===== config.mk =====
export PLATFORM = sky130hd
export DESIGN_NAME = instr_queue_flat
export DESIGN_NICKNAME = d
export VERILOG_FILES = /design/src/rtl/instr_queue_pkg.sv /design/src/rtl/instr_queue_if.sv /design/src/rtl/instr_queue.sv /design/src/flat_wrapper.sv
export SDC_FILE = /design/constraint.sdc
export NUM_CORES = 1
export LEC_CHECK = 0
export CORE_MARGIN = 5
export CORE_UTILIZATION = 40
export CTS_CLUSTER_DIAMETER = 40
export DETAILED_ROUTE_END_ITERATION = 6
export PLACE_DENSITY_LB_ADDON = 0.08
export SETUP_SLACK_MARGIN = 0.3
export SLEW_MARGIN = 10
export SYNTH_ARGS = -nofsm -noshare
export SYNTH_HDL_FRONTEND = slang
export SYNTH_SLANG_ARGS = --single-unit

===== constraint.sdc =====
create_clock -name clk -period 5.02 [get_ports clk]
set_clock_uncertainty 0.05 [all_clocks]
set_input_delay 1.255 -clock clk [delete_from_list [all_inputs] [get_ports clk]]
set_output_delay 1.255 -clock clk [all_outputs]
set_load 0.02 [all_outputs]

===== src/rtl/instr_queue_pkg.sv =====
// rtl/instr_queue_pkg.sv - shared word/fetch-entry types and queue size defaults
package instr_queue_pkg;

  typedef logic [31:0] word_t;

  typedef struct packed {
    word_t pc;
    word_t instr;
  } fetch_entry_t;

  localparam int IQ_DEPTH       = 8;
  localparam int IQ_FETCH_WIDTH = 2;
  localparam int IQ_ISSUE_WIDTH = 2;

  // Smaller of two unsigned quantities; used to clamp pop requests.
  function automatic int unsigned min_u(input int unsigned a, input int unsigned b);
    return (a < b) ? a : b;
  endfunction

endpackage


===== src/rtl/instr_queue_if.sv =====
// rtl/instr_queue_if.sv - fetch/decode side signals of the instruction queue
interface instr_queue_if
  import instr_queue_pkg::*;
#(
  parameter int DEPTH       = IQ_DEPTH,
  parameter int FETCH_WIDTH = IQ_FETCH_WIDTH,
  parameter int ISSUE_WIDTH = IQ_ISSUE_WIDTH
) ();

  logic [FETCH_WIDTH-1:0]               in_valid;
  fetch_entry_t [FETCH_WIDTH-1:0]       in_entry;
  logic                                 in_ready;
  logic [ISSUE_WIDTH-1:0]               out_valid;
  fetch_entry_t [ISSUE_WIDTH-1:0]       out_entry;
  logic [$clog2(ISSUE_WIDTH+1)-1:0]     pop_count;
  logic                                 flush;
  logic [$clog2(DEPTH):0]               count;

  modport master (
    output in_valid, in_entry, pop_count, flush,
    input  in_ready, out_valid, out_entry, count
  );

  modport slave (
    input  in_valid, in_entry, pop_count, flush,
    output in_ready, out_valid, out_entry, count
  );

endinterface


===== src/rtl/instr_queue.sv =====
// rtl/instr_queue.sv - circular instruction queue between fetch and decode
module instr_queue
  import instr_queue_pkg::*;
#(
  parameter int DEPTH       = IQ_DEPTH,
  parameter int FETCH_WIDTH = IQ_FETCH_WIDTH,
  parameter int ISSUE_WIDTH = IQ_ISSUE_WIDTH
) (
  input  logic         clk,
  input  logic         reset,
  instr_queue_if.slave q
);

  localparam int PW = $clog2(DEPTH);
  localparam int CW = PW + 1;

  fetch_entry_t    mem_q [DEPTH];
  logic [PW-1:0]   head_q, head_d;
  logic [PW-1:0]   tail_q, tail_d;
  logic [CW-1:0]   count_q, count_d;

  logic            ready;
  logic            push_en;
  logic [CW-1:0]   push_n;
  logic [CW-1:0]   avail;
  logic [CW-1:0]   pop_n;

  // Ready looks only at registered occupancy so pop_count never reaches in_ready.
  assign ready = (count_q <= CW'(DEPTH - FETCH_WIDTH));

  // Push/pop amounts: pushes are all-or-nothing, pops clamp to what is visible.
  always_comb begin
    push_n = '0;
    for (int i = 0; i < FETCH_WIDTH; i++) begin
      push_n = push_n + CW'(q.in_valid[i]);
    end
    if (!ready) begin
      push_n = '0;
    end
    push_en = ready && (|q.in_valid) && !q.flush;
    avail   = CW'(min_u(int'(count_q), ISSUE_WIDTH));
    pop_n   = CW'(min_u(int'(q.pop_count), int'(avail)));
  end

  // Next pointer/count; flush wins over any same-cycle push or pop.
  always_comb begin
    head_d  = head_q;
    tail_d  = tail_q;
    count_d = count_q;
    if (q.flush) begin
      head_d  = '0;
      tail_d  = '0;
      count_d = '0;
    end else begin
      head_d  = head_q + PW'(pop_n);
      tail_d  = tail_q + PW'(push_n);
      count_d = count_q + push_n - pop_n;
    end
  end

  // Pointer and occupancy registers, cleared asynchronously.
  always_ff @(posedge clk or posedge reset) begin
    if (reset) begin
      head_q  <= '0;
      tail_q  <= '0;
      count_q <= '0;
    end else begin
      head_q  <= head_d;
      tail_q  <= tail_d;
      count_q <= count_d;
    end
  end

  // Payload storage: written in lane order at the tail, never reset.
  always_ff @(posedge clk) begin
    if (push_en) begin
      for (int i = 0; i < FETCH_WIDTH; i++) begin
        if (q.in_valid[i]) begin
          mem_q[tail_q + PW'(i)] <= q.in_entry[i];
        end
      end
    end
  end

  // Head read mux: lane i shows the entry i places behind the head.
  always_comb begin
    for (int i = 0; i < ISSUE_WIDTH; i++) begin
      q.out_valid[i] = (count_q > CW'(i));
      q.out_entry[i] = mem_q[head_q + PW'(i)];
    end
  end

  assign q.in_ready = ready;
  assign q.count    = count_q;

  // Decode must never consume more entries than it was shown.
  pop_legal: assert property (@(posedge clk) disable iff (reset)
    CW'(q.pop_count) <= avail);

endmodule


===== src/flat_wrapper.sv =====
// flat-port wrapper written by rule: the top's interface ports become plain ports
module instr_queue_flat import instr_queue_pkg::*;
#(
  parameter int DEPTH       = IQ_DEPTH,
  parameter int FETCH_WIDTH = IQ_FETCH_WIDTH,
  parameter int ISSUE_WIDTH = IQ_ISSUE_WIDTH
)
  (clk, reset, q_in_valid, q_in_entry, q_pop_count, q_flush, q_in_ready, q_out_valid, q_out_entry, q_count);
  instr_queue_if #(.DEPTH(DEPTH), .FETCH_WIDTH(FETCH_WIDTH), .ISSUE_WIDTH(ISSUE_WIDTH)) q_i ();
  input  logic clk;
  input  logic reset;
  input wire logic [$bits(q_i.in_valid)-1:0] q_in_valid;
  input wire logic [$bits(q_i.in_entry)-1:0] q_in_entry;
  input wire logic [$bits(q_i.pop_count)-1:0] q_pop_count;
  input wire logic [$bits(q_i.flush)-1:0] q_flush;
  output wire logic [$bits(q_i.in_ready)-1:0] q_in_ready;
  output wire logic [$bits(q_i.out_valid)-1:0] q_out_valid;
  output wire logic [$bits(q_i.out_entry)-1:0] q_out_entry;
  output wire logic [$bits(q_i.count)-1:0] q_count;
  assign q_i.in_valid = q_in_valid;
  assign q_i.in_entry = q_in_entry;
  assign q_i.pop_count = q_pop_count;
  assign q_i.flush = q_flush;
  assign q_in_ready = q_i.in_ready;
  assign q_out_valid = q_i.out_valid;
  assign q_out_entry = q_i.out_entry;
  assign q_count = q_i.count;
  instr_queue #(.DEPTH(DEPTH), .FETCH_WIDTH(FETCH_WIDTH), .ISSUE_WIDTH(ISSUE_WIDTH)) u_core (.clk(clk), .reset(reset), .q(q_i));
endmodule

==> impl_metrics.yaml, run 1 <==
synthesis:
  async_reset_ff_share_pct: 1.92
  ys_types: 35
  avgSynthCellArea_um2: 18.2
  syn_inst: 1657
  seq_area_frac_synth_pct: 51.8
  synth_ff_type: "edfxtp_1"
  synth_edf_count: 512
  synth_nets: 1809
  synth_warnings: 0
  synth_area_mm2: 0.0302
  ys_ff_latch: 522
sta:
  min_period_over_period_pct: 91.2
  finalSetupViolCount: 0
  fin_tns_setup_ps: 0
  layout_min_cycle_time_ps: 4580
  maxSlewHeadroom_pct: 48.8
  slew_violations: 0
  fmax_ghz: 0.218
  rsz0062_at_grt: "false"
  worst_slack_ps: 440
  tightest_slew_ps: 767
  holdWs_ps: 717
  hold_viol: 0
layout:
  syn2layout_area_growth_pct: 25.9
  num-nets-final: 2113
  final_common_cell: "mux2_2"
  drive_gt1_share_pct: 53.5
  final_core_util_pct: 50.9
  layout_common_cells: "580 x mux2_2, 512 x edfxtp_1, 269 x clkdlybuf4s50_1"
detailed_routing:
  top_layer: "met5"
  wl_per_cell_um: 29.3
  met3_length_um: 5300
  route.met2.wl_um: 46800
  vias_per_cell: 5.79
  drt_iter0_markers: 1204
  firstDrtPassIters: 5
  ant_nets: 0
  finalWirelength_um: 89100
  num_vias: 17600
  drc: 0
  m1WireLength_um: 35200
global_routing:
  grt_pass1_wl_um: 132000
  antenna_found_initial: 15
  track_usage_pct: 21.8
  grt.overflow.total: 0
  first_global_vias: 19500
  grt_max_degree: 90
clocking:
  cts_sinks: 522
  cts_root_buf: "clkbuf_16"
  cts_buffer_depth: 3
  h-tree-depth: 3
  clk_latency_ps: 640
  cts_hold_buf: 0
  cts_tree: "done"
  numCtsBuffers: 105
  path_clk_slew_ps: 50
placed_design:
  gp_congestion: 0.745
  placement.io_buffers: 269
  hpwl_um: 50400
  post-place-ws_ps: 803
worst_setup_path:
  crit_required_ps: 3710
  critPathMaxFanout: 39
  worstRegToRegCells: 6
  ff2ff_setup_slack_ps: 1650
  crit_type: "flip-flop to output port"
  start_kind: "flip-flop"
  worstReg2RegStart: "u_core.tail_q[0]"
  crit_arrival_ps: 3280
  endpoint_kind: "output port"
  r2r_end: "u_core.mem_q[5][36]"
floorplanning:
  die_area_mm2: 0.0810
  die-width_um: 285
  start_util_pct: 40.5
  core_area_mm2: 0.0746
  num_rows: 100
  fp.dieH_um: 285
  ios: 270
power_and_ir_drop:
  power.density_mw_per_mm2: 595
  p_leak_nw: 12.1
  finalPower_mw: 22.6
  irDropWorstVdd_v: 0.000351
run_status:
  status: "complete, no violations"
worst_hold_path:
  holdPathEnd: "u_core.tail_q[2]"
  hold_path.class: "flip-flop to flip-flop"
  holdPathStages: 2
  hold_start: "u_core.tail_q[2]"
job:
  max_cap_viol_count: 0
[registers in the layout, indices dropped and copies added (netlist names)]
| signal | count |
|---|---|
| u_core.q.count | 4 |
| u_core.mem_q | 512 |
| u_core.head_q | 3 |
| u_core.tail_q | 3 |
[layout make-up]
| cell class | count | area, µm² |
|---|---|---|
| Sequential cell | 522 | 15600 |
| Clock inverter | 84 | 928 |
| Tap cell | 969 | 1210 |
| Antenna cell | 13 | 32.5 |
| Multi-Input combinational cell | 993 | 13900 |
| Fill cell | 6175 | 36600 |
| Clock buffer | 116 | 2710 |
| Inverter | 19 | 71.3 |
| Timing Repair Buffer | 320 | 3460 |
[power by group]
part,switching (mW),total (mW),internal (mW)
registers,0.215,5.43,5.22
logic,4.96,10.1,5.12
clock network,2.41,7.10,4.68
[cells in the mapped netlist, types with 2 or more instances]
cell type  count  area (µm²)
a21o_1         3        22.5
a21oi_1        8        40.0
a41oi_1        2        17.5
buf_1         11        41.3
buf_2         41         205
buf_4         10        75.1
buf_6         13         146
clkbuf_1      48         180
dfrtp_1       10         250
edfxtp_1     512       15400
fa_1           4        80.1
ha_1          13         163
inv_1         19        71.3
mux2_1        50         563
mux2_2       580        6530
mux2_4        10         150
mux4_2       256        5770
nand2_1        9        33.8
nand3_1        2        10.0
nand4_1        2        12.5
nor2_1        17        63.8
nor2b_1        5        31.3
nor3_1         9        45.0
nor3_4         4        65.1
nor4_4         4        85.1
or3_1          3        18.8
xnor2_1        3        26.3
xor2_1         2        17.5
[logic make-up after synthesis]
logic type / share of synthesized area (%)
buffers and inverters: 2.38
flip-flops: 51.8
adder cells (fa/ha/maj): 0.804
AO/OA/AOI/OAI: 0.294
multiplexers: 43.2
AND/OR/NAND/NOR: 1.30
XOR/XNOR: 0.253
[worst max path at each step]
stage                     start                   to  cells past startpoint
3_5_place_dp      q_in_valid[0]  u_core.mem_q[1][36]                      7
5_1_grt        u_core.head_q[0]      q_out_entry[66]                      4
3_3_place_gp      q_in_valid[0]  u_core.mem_q[1][32]                      7
6_report       u_core.head_q[0]      q_out_entry[66]                      5
4_1_cts        u_core.head_q[0]     q_out_entry[117]                      4
2_1_floorplan     q_in_valid[0]   u_core.mem_q[6][0]                      5
[worst max-delay path, cell delays in order, from the launching register on]
cell,delay [ps]
dfrtp_4,630
ha_4,440
buf_12,300
mux4_2,340
mux2_2,270
clkdlybuf4s50_1,650
[metrics by stage]
| step | instance area, µm² | cells |
|---|---|---|
| after floorplan | 30200 | 1657 |
| after global placement | 34300 | 2820 |
| after detailed placement | 34300 | 2820 |
| after CTS | 37900 | 3023 |
| after global routing | 38000 | 3029 |
| final | 38000 | 3036 |
[per-layer routing]
metal	vias to the layer above	track usage, %
met4	8	6.12
met5	-	0
met3	113	4.81
met1	9307	26.7
li1	7638	-
met2	522	39.0
[timing repair]
action / CTS / global route
pin swaps: 1 / 0
gates resized for setup: 2 / 2
endpoints found under the setup margin: 56 / 8
buffers inserted: 3 / 0
(Power assumes the default switching activity.)
==> run 2: changes to the inputs <==
--- a/config.mk
+++ b/config.mk
@@ -5,6 +5,7 @@
 export SDC_FILE = /design/constraint.sdc
 export NUM_CORES = 1
 export LEC_CHECK = 0
+export CAP_MARGIN = 30
 export CORE_MARGIN = 5
 export CORE_UTILIZATION = 40
 export CTS_CLUSTER_DIAMETER = 40
==> results of run 2 <==
No change in the layout: final DEF, timing and power equal those of run 1.
